`config.mk`:
```
export PLATFORM = sky130hd
export DESIGN_NAME = mc_control_fsm
export DESIGN_NICKNAME = d
export VERILOG_FILES = /design/src/rtl/mc_control_fsm.sv
export SDC_FILE = /design/constraint.sdc
export NUM_CORES = 1
export LEC_CHECK = 0
export CAP_MARGIN = 30
export CORE_MARGIN = 1.5
export CORE_UTILIZATION = 45
export DETAILED_ROUTE_END_ITERATION = 10
export PLACE_DENSITY = 0.8
export SYNTH_ARGS = -nofsm -noshare
export SYNTH_HDL_FRONTEND = slang
export SYNTH_SLANG_ARGS = --single-unit
```
`constraint.sdc`:
```
create_clock -name clk -period 1.84 [get_ports clk]
set_input_delay 0.184 -clock clk [delete_from_list [all_inputs] [get_ports clk]]
set_output_delay 0.184 -clock clk [all_outputs]
set_load 0.01 [all_outputs]
```
`src/rtl/mc_control_fsm.sv`:
```
// Multi-cycle MIPS-subset control FSM (Moore) with per-memory-state wait counter.
// Define MC_CONTROL_JUMP_EN to decode opcode 000010 (j) into the JUMP state.
module mc_control_fsm #(
    parameter int MEM_WAIT = 0
) (
    input  logic       clk,
    input  logic       rst_n,
    input  logic [5:0] opcode,
    input  logic [5:0] funct,
    input  logic       zero,
    output logic       iord,
    output logic       mem_write,
    output logic       ir_write,
    output logic       reg_dst,
    output logic       mem_to_reg,
    output logic       reg_write,
    output logic       alu_src_a,
    output logic [1:0] alu_src_b,
    output logic [2:0] alu_control,
    output logic [1:0] pc_src,
    output logic       pc_en,
    output logic       illegal_op,
    output logic [3:0] state_o
);

    typedef enum logic [3:0] {
        S_RESET     = 4'd0,
        S_FETCH     = 4'd1,
        S_DECODE    = 4'd2,
        S_MEM_ADR   = 4'd3,
        S_MEM_READ  = 4'd4,
        S_MEM_WB    = 4'd5,
        S_MEM_WRITE = 4'd6,
        S_EXECUTE   = 4'd7,
        S_ALU_WB    = 4'd8,
        S_BRANCH    = 4'd9,
        S_ADDI_EX   = 4'd10,
        S_ADDI_WB   = 4'd11,
        S_JUMP      = 4'd12
    } state_t;

    localparam logic [5:0] OP_RTYPE = 6'b000000;
    localparam logic [5:0] OP_LW    = 6'b100011;
    localparam logic [5:0] OP_SW    = 6'b101011;
    localparam logic [5:0] OP_BEQ   = 6'b000100;
    localparam logic [5:0] OP_ADDI  = 6'b001000;
`ifdef MC_CONTROL_JUMP_EN
    localparam logic [5:0] OP_J     = 6'b000010;
`endif

    localparam logic [3:0] WAIT_LAST = 4'(MEM_WAIT);

    state_t     state;
    state_t     state_next;
    logic [3:0] wait_cnt;
    logic [2:0] alu_op;
    logic [2:0] funct_op;
    logic       funct_ok;
    logic       last;

    assign last    = (wait_cnt == WAIT_LAST);
    assign state_o = state;

    always_comb begin
        funct_ok = 1'b1;
        funct_op = 3'b010;
        case (funct)
            6'b100000: funct_op = 3'b010;
            6'b100010: funct_op = 3'b110;
            6'b100100: funct_op = 3'b000;
            6'b100101: funct_op = 3'b001;
            6'b101010: funct_op = 3'b111;
            default:   funct_ok = 1'b0;
        endcase
    end

    // The counter restarts on every state change, so it only accumulates in memory states.
    always_ff @(posedge clk or negedge rst_n) begin
        if (!rst_n) begin
            state    <= S_RESET;
            wait_cnt <= 4'd0;
            alu_op   <= 3'b000;
        end else begin
            state    <= state_next;
            wait_cnt <= (state_next != state) ? 4'd0 : wait_cnt + 4'd1;
            if (state == S_DECODE)
                alu_op <= funct_op;
        end
    end

    always_comb begin
        state_next  = state;
        iord        = 1'b0;
        mem_write   = 1'b0;
        ir_write    = 1'b0;
        reg_dst     = 1'b0;
        mem_to_reg  = 1'b0;
        reg_write   = 1'b0;
        alu_src_a   = 1'b0;
        alu_src_b   = 2'b00;
        alu_control = 3'b000;
        pc_src      = 2'b00;
        pc_en       = 1'b0;
        illegal_op  = 1'b0;
        case (state)
            S_RESET: state_next = S_FETCH;
            S_FETCH: begin
                alu_src_b   = 2'b01;
                alu_control = 3'b010;
                if (last) begin
                    ir_write   = 1'b1;
                    pc_en      = 1'b1;
                    state_next = S_DECODE;
                end
            end
            S_DECODE: begin
                alu_src_b   = 2'b11;
                alu_control = 3'b010;
                case (opcode)
                    OP_LW, OP_SW: state_next = S_MEM_ADR;
                    OP_RTYPE: begin
                        if (funct_ok) begin
                            state_next = S_EXECUTE;
                        end else begin
                            illegal_op = 1'b1;
                            state_next = S_FETCH;
                        end
                    end
                    OP_BEQ:  state_next = S_BRANCH;
                    OP_ADDI: state_next = S_ADDI_EX;
`ifdef MC_CONTROL_JUMP_EN
                    OP_J:    state_next = S_JUMP;
`endif
                    default: begin
                        illegal_op = 1'b1;
                        state_next = S_FETCH;
                    end
                endcase
            end
            S_MEM_ADR: begin
                alu_src_a   = 1'b1;
                alu_src_b   = 2'b10;
                alu_control = 3'b010;
                state_next  = (opcode == OP_SW) ? S_MEM_WRITE : S_MEM_READ;
            end
            S_MEM_READ: begin
                iord = 1'b1;
                if (last)
                    state_next = S_MEM_WB;
            end
            S_MEM_WB: begin
                mem_to_reg = 1'b1;
                reg_write  = 1'b1;
                state_next = S_FETCH;
            end
            S_MEM_WRITE: begin
                iord = 1'b1;
                if (last) begin
                    mem_write  = 1'b1;
                    state_next = S_FETCH;
                end
            end
            S_EXECUTE: begin
                alu_src_a   = 1'b1;
                alu_control = alu_op;
                state_next  = S_ALU_WB;
            end
            S_ALU_WB: begin
                reg_dst    = 1'b1;
                reg_write  = 1'b1;
                state_next = S_FETCH;
            end
            S_BRANCH: begin
                alu_src_a   = 1'b1;
                alu_control = 3'b110;
                pc_src      = 2'b01;
                pc_en       = zero;
                state_next  = S_FETCH;
            end
            S_ADDI_EX: begin
                alu_src_a   = 1'b1;
                alu_src_b   = 2'b10;
                alu_control = 3'b010;
                state_next  = S_ADDI_WB;
            end
            S_ADDI_WB: begin
                reg_write  = 1'b1;
                state_next = S_FETCH;
            end
            S_JUMP: begin
`ifdef MC_CONTROL_JUMP_EN
                pc_src = 2'b10;
                pc_en  = 1'b1;
`endif
                state_next = S_FETCH;
            end
            default: state_next = S_FETCH;
        endcase
    end

endmodule

```
Word level (Yosys, flattened, before mapping)
Cells that the tools add are included.
{"block": "word_totals", "rom_bits": 0, "ram_bits": 0, "inputBits": 15, "word_cells": 60, "reg_bits": 11, "latchBits": 0, "memories": 0, "output_inout_bits": 20}
{"block": "op_classes", "n_lt_le_gt_ge": 0, "n_reduce_logical": 10, "div": 0, "bitwise": 0, "n_addsub": 1, "n_eq_ne": 21, "n_shift": 0, "mul": 0, "n_mux": 25}
{"op": "$eq A6 B6 Y1 const B", "n": 7}
{"op": "$pmux W4 S7", "n": 1}
{"op": "$eq A4 B3 Y1 const B", "n": 4}
{"op": "$eq A4 B4 Y1 const B", "n": 4}
{"op": "$mux W4", "n": 4}
{"op": "$pmux W4 S4", "n": 1}
{"op": "$mux W1", "n": 12}
{"op": "$pmux W3 S4", "n": 1}
{"op": "$reduce_or A4 Y1", "n": 3}
{"op": "$pmux W3 S3", "n": 1}
{"op": "$eq A4 B2 Y1 const B", "n": 2}
{"op": "$eq A6 B3 Y1 const B", "n": 1}
{"op": "$eq A6 B4 Y1 const B", "n": 1}
{"op": "$logic_not A6 Y1", "n": 1}
{"op": "$pmux W2 S3", "n": 1}
{"op": "$reduce_or A2 Y1", "n": 3}
{"op": "$reduce_or A5 Y1", "n": 1}
{"op": "$add A4 B1 Y4 const B", "n": 1}
{"op": "$eq A4 B1 Y1 const B", "n": 1}
{"op": "$logic_not A4 Y1", "n": 1}
{"op": "$ne A4 B4 Y1", "n": 1}
{"op": "$pmux W1 S2", "n": 2}
{"op": "$mux W3", "n": 1}
{"op": "$reduce_or A3 Y1", "n": 1}
{"op": "$mux W2", "n": 1}

Logic depth before layout (Yosys ltp)
{"block": "logic_depth", "ltp_word": 8, "depth_mapped": 6, "ltp_nobuf": 6}

Worst setup path before layout
OpenSTA, ideal clock, no wires.
{"block": "synth_path", "kind": "register to output", "start": "register wait_cnt[0]", "end": "output port pc_en", "stages_incl_launch_ff": 6, "n_path_buf": 0, "slack_ns": 0.051, "arrival_ns": 1.605, "path_cell_list": "dfrtp_1 -> inv_1 -> ha_1 -> or3b_1 -> nor4_1 -> a21o_1"}
{"block": "synth_via", "elab_chain_len": 3}
{"element": "start: declaration", "line": "55", "text": "logic [3:0] wait_cnt;"}
{"element": "start signal: assignment", "line": "85", "text": "wait_cnt <= (state_next != state) ? 4'd0 : wait_cnt + 4'd1;"}
{"element": "$logic_not A4 Y1", "line": "61", "text": "assign last = (wait_cnt == WAIT_LAST);"}
{"element": "$mux W1", "line": "110", "text": "if (last) begin"}
{"element": "$pmux W1 S2", "line": "105", "text": "case (state)"}
{"element": "end: declaration", "line": "21", "text": "output logic pc_en,"}
No other way between the ends.

Worst setup path after layout
Same ends and word-level chain as after synthesis.

==> impl_metrics.json <==
{
  "rrSetupSlack_ps": -80,
  "synth_seq_area_share": 0.275,
  "clock-root-buffer": "clkbuf_4",
  "hold_viol": 0,
  "routabilityCongestion": 0.837,
  "cp_data_arrival_time_ps": 1800,
  "drv_slew": 0,
  "rsz0062_at_grt": "yes",
  "nets": 210,
  "grt_use_total": 0.292,
  "setup_viol": 8,
  "first_iter_violations": 27,
  "core_sq_um": 2020,
  "postCtsHoldBufs": 0,
  "yosysWarningCount": 0,
  "wl_mm": 3.26,
  "cp_data_required_time_ps": 1660,
  "io_pins": 35,
  "htreeDepth": 1,
  "start_util": 0.496,
  "pwr_density_cell_nw_per_um2": 1210,
  "synthCells": 120,
  "path_max_fanout": 2,
  "grt_overflow_total": 0,
  "cts.sinks": 11,
  "grt_pass1_wl_mm": 5.48,
  "cts_buffers": 3,
  "synth.area.top_cells": "dfrtp_1 27%, nor3_1 4.5%, nand2_1 4.1%, a21oi_1 4.0%, nand2b_1 3.7%",
  "pre_cts_ws_ps": -480,
  "wl_per_cell_um": 14.9,
  "end_kind": "output pin",
  "clkTransAtPathRegs_ps": 60,
  "async_flop_share": 1.00,
  "stdcell_area_sq_um": 1730,
  "avgSynthCellArea_sq_um": 8.35,
  "clock_path_buffers": 2,
  "post-dp-hpwl_mm": 2.27,
  "clk_latency_ps": 270,
  "max-cap-violations": 0,
  "p_leak_nw": 0.853,
  "min_period_over_period": 1.08,
  "synth_top_cells_by_count": "11 x dfrtp_1, 11 x nand2_1, 9 x nor3_1, 8 x a21oi_1",
  "ys.flop_type": "dfrtp_1",
  "syn_to_final_growth_pct": 72.2,
  "critPathLaunchType": "register",
  "vias": 1256,
  "port_buffers": 33,
  "synth_nets": 137,
  "synth-seq-cells": 11,
  "hold_path.class": "in -> async",
  "violations": "setup timing",
  "num_antenna_cells": 0,
  "finalWorstSetupSlack_ps": -143,
  "fill_cells": 112,
  "period_minus_slack_ps": 1980,
  "drc": 0,
  "finalSetupTns_ps": -542,
  "antenna_found_initial": 0,
  "die_y_um": 50.2,
  "grt_start_max_net_pins": 17,
  "clock_skew_ps": 2.99,
  "yosysTopAreaCellShare": 0.275,
  "cts_tree": "done",
  "ir_drop_v": 0.000830,
  "die_w_um": 50.2,
  "netlist_area_sq_um": 1000,
  "drt_first_pass_iters": 4,
  "fmax_mhz": 504,
  "synth-edff-count": 0,
  "vias_per_cell": 5.74,
  "crit_type": "reg -> out",
  "placed_area_sq_um": 1580,
  "rows": 16,
  "synth_cell_types": 46,
  "synth_top_area_cell": "dfrtp_1",
  "status": "finished with violations",
  "drive_gt1_frac": 0.359,
  "grt_pass1_vias": 1207,
  "die-area_sq_um": 2520,
  "ant_nets": 0
}
-- worst paths after layout --
path	startpoint	to	depth (start not counted)
worst max-delay path	wait_cnt[0]	pc_en	6
worst min-delay path	rst_n	state_o[1]	1
worst max register to register	wait_cnt[0]	wait_cnt[0]	7
worst min register to register	alu_op[1]	alu_op[1]	2
max in group asynchronous	rst_n	state_o[0]	1
min in group clk	opcode[4]	state_o[1]	4
-- kinds of logic (layout without fill, tap and decap cells) --
kind of cell | Yosys count | count (layout) | share of synthesized area
compound gates | 33 | 33 | 0.270
xor+xnor | 3 | 3 | 0.0262
flops | 11 | 11 | 0.275
simple gates | 59 | 59 | 0.341
buf+inv | 11 | 83 | 0.0599
fa+ha+maj | 2 | 2 | 0.0250
other cells | 1 | 1 | 0.00374
-- critical path, cell delays in order, from the launching register on --
cell and delay, ps:
dfrtp_1 380, inv_1 60, ha_1 160, or3b_4 400, nor4_4 270, a21o_1 130, buf_2 120
-- stage by stage --
stage	cells	hold WS, ps	power (W)	util
2_1_floorplan	120	-112	0.00112	-
3_3_place_gp	207	469	0.00175	0.780
3_5_place_dp	207	489	0.00179	0.780
4_1_cts	215	238	0.00203	0.824
5_1_grt	219	262	0.00223	0.853
6_report	219	230	0.00209	0.853
-- registers in the layout, summed over array words and instances (netlist names) --
| name | flops |
|---|---|
| wait_cnt | 4 |
| state_o | 4 |
| alu_op | 3 |
-- layout by cell type (no fill, tap or decap), types with 3 or more instances in the layout --
cell,instances
buf_2,4
inv_1,4
o31ai_1,3
dfrtp_1,8
nand2b_1,5
buf_4,40
nor2b_1,6
nand3_1,3
o21ai_0,4
a21o_1,3
clkbuf_4,3
a21oi_1,7
nand2_1,11
nor2_1,4
dfrtp_2,3
dlygate4sd2_1,5
clkdlybuf4s50_1,16
nor3_1,7
dlymetal6s2s_1,8
-- final cells by class --
| type | instances | area [sq um] | share of cell area |
|---|---|---|---|
| Multi-Input combinational cell | 98 | 724 | 0.420 |
| Timing Repair Buffer | 75 | 647 | 0.375 |
| Sequential cell | 11 | 279 | 0.162 |
| Tap cell | 27 | 33.8 | 0.0196 |
| Clock buffer | 4 | 26.3 | 0.0152 |
| Inverter | 4 | 15.0 | 0.00870 |
-- routing by layer --
layer	part of all wire	track usage
met1	0.40	0.329
met2	0.52	0.502
met3	0.056	0.0655
met4	0.027	0.167
met5	0	0
-- report_power, final --
part / leakage [nW] / switching, W / internal, W
Sequential: 0.141 / 0.0000677 / 0.000314
Clock: 0.0150 / 0.0000767 / 0.0000841
Combinational: 0.697 / 0.000779 / 0.000768
Total: 0.853 / 0.000924 / 0.00117
-- timing repair --
| action | 4_1_cts | 5_1_grt |
|---|---|---|
| gates resized for setup | 35 | 11 |
| buffers inserted | 4 | 4 |
| pin swaps | 1 | 4 |
| setup endpoints to repair | 19 | 14 |
No activity file was read; power rests on OpenSTA's default activity.
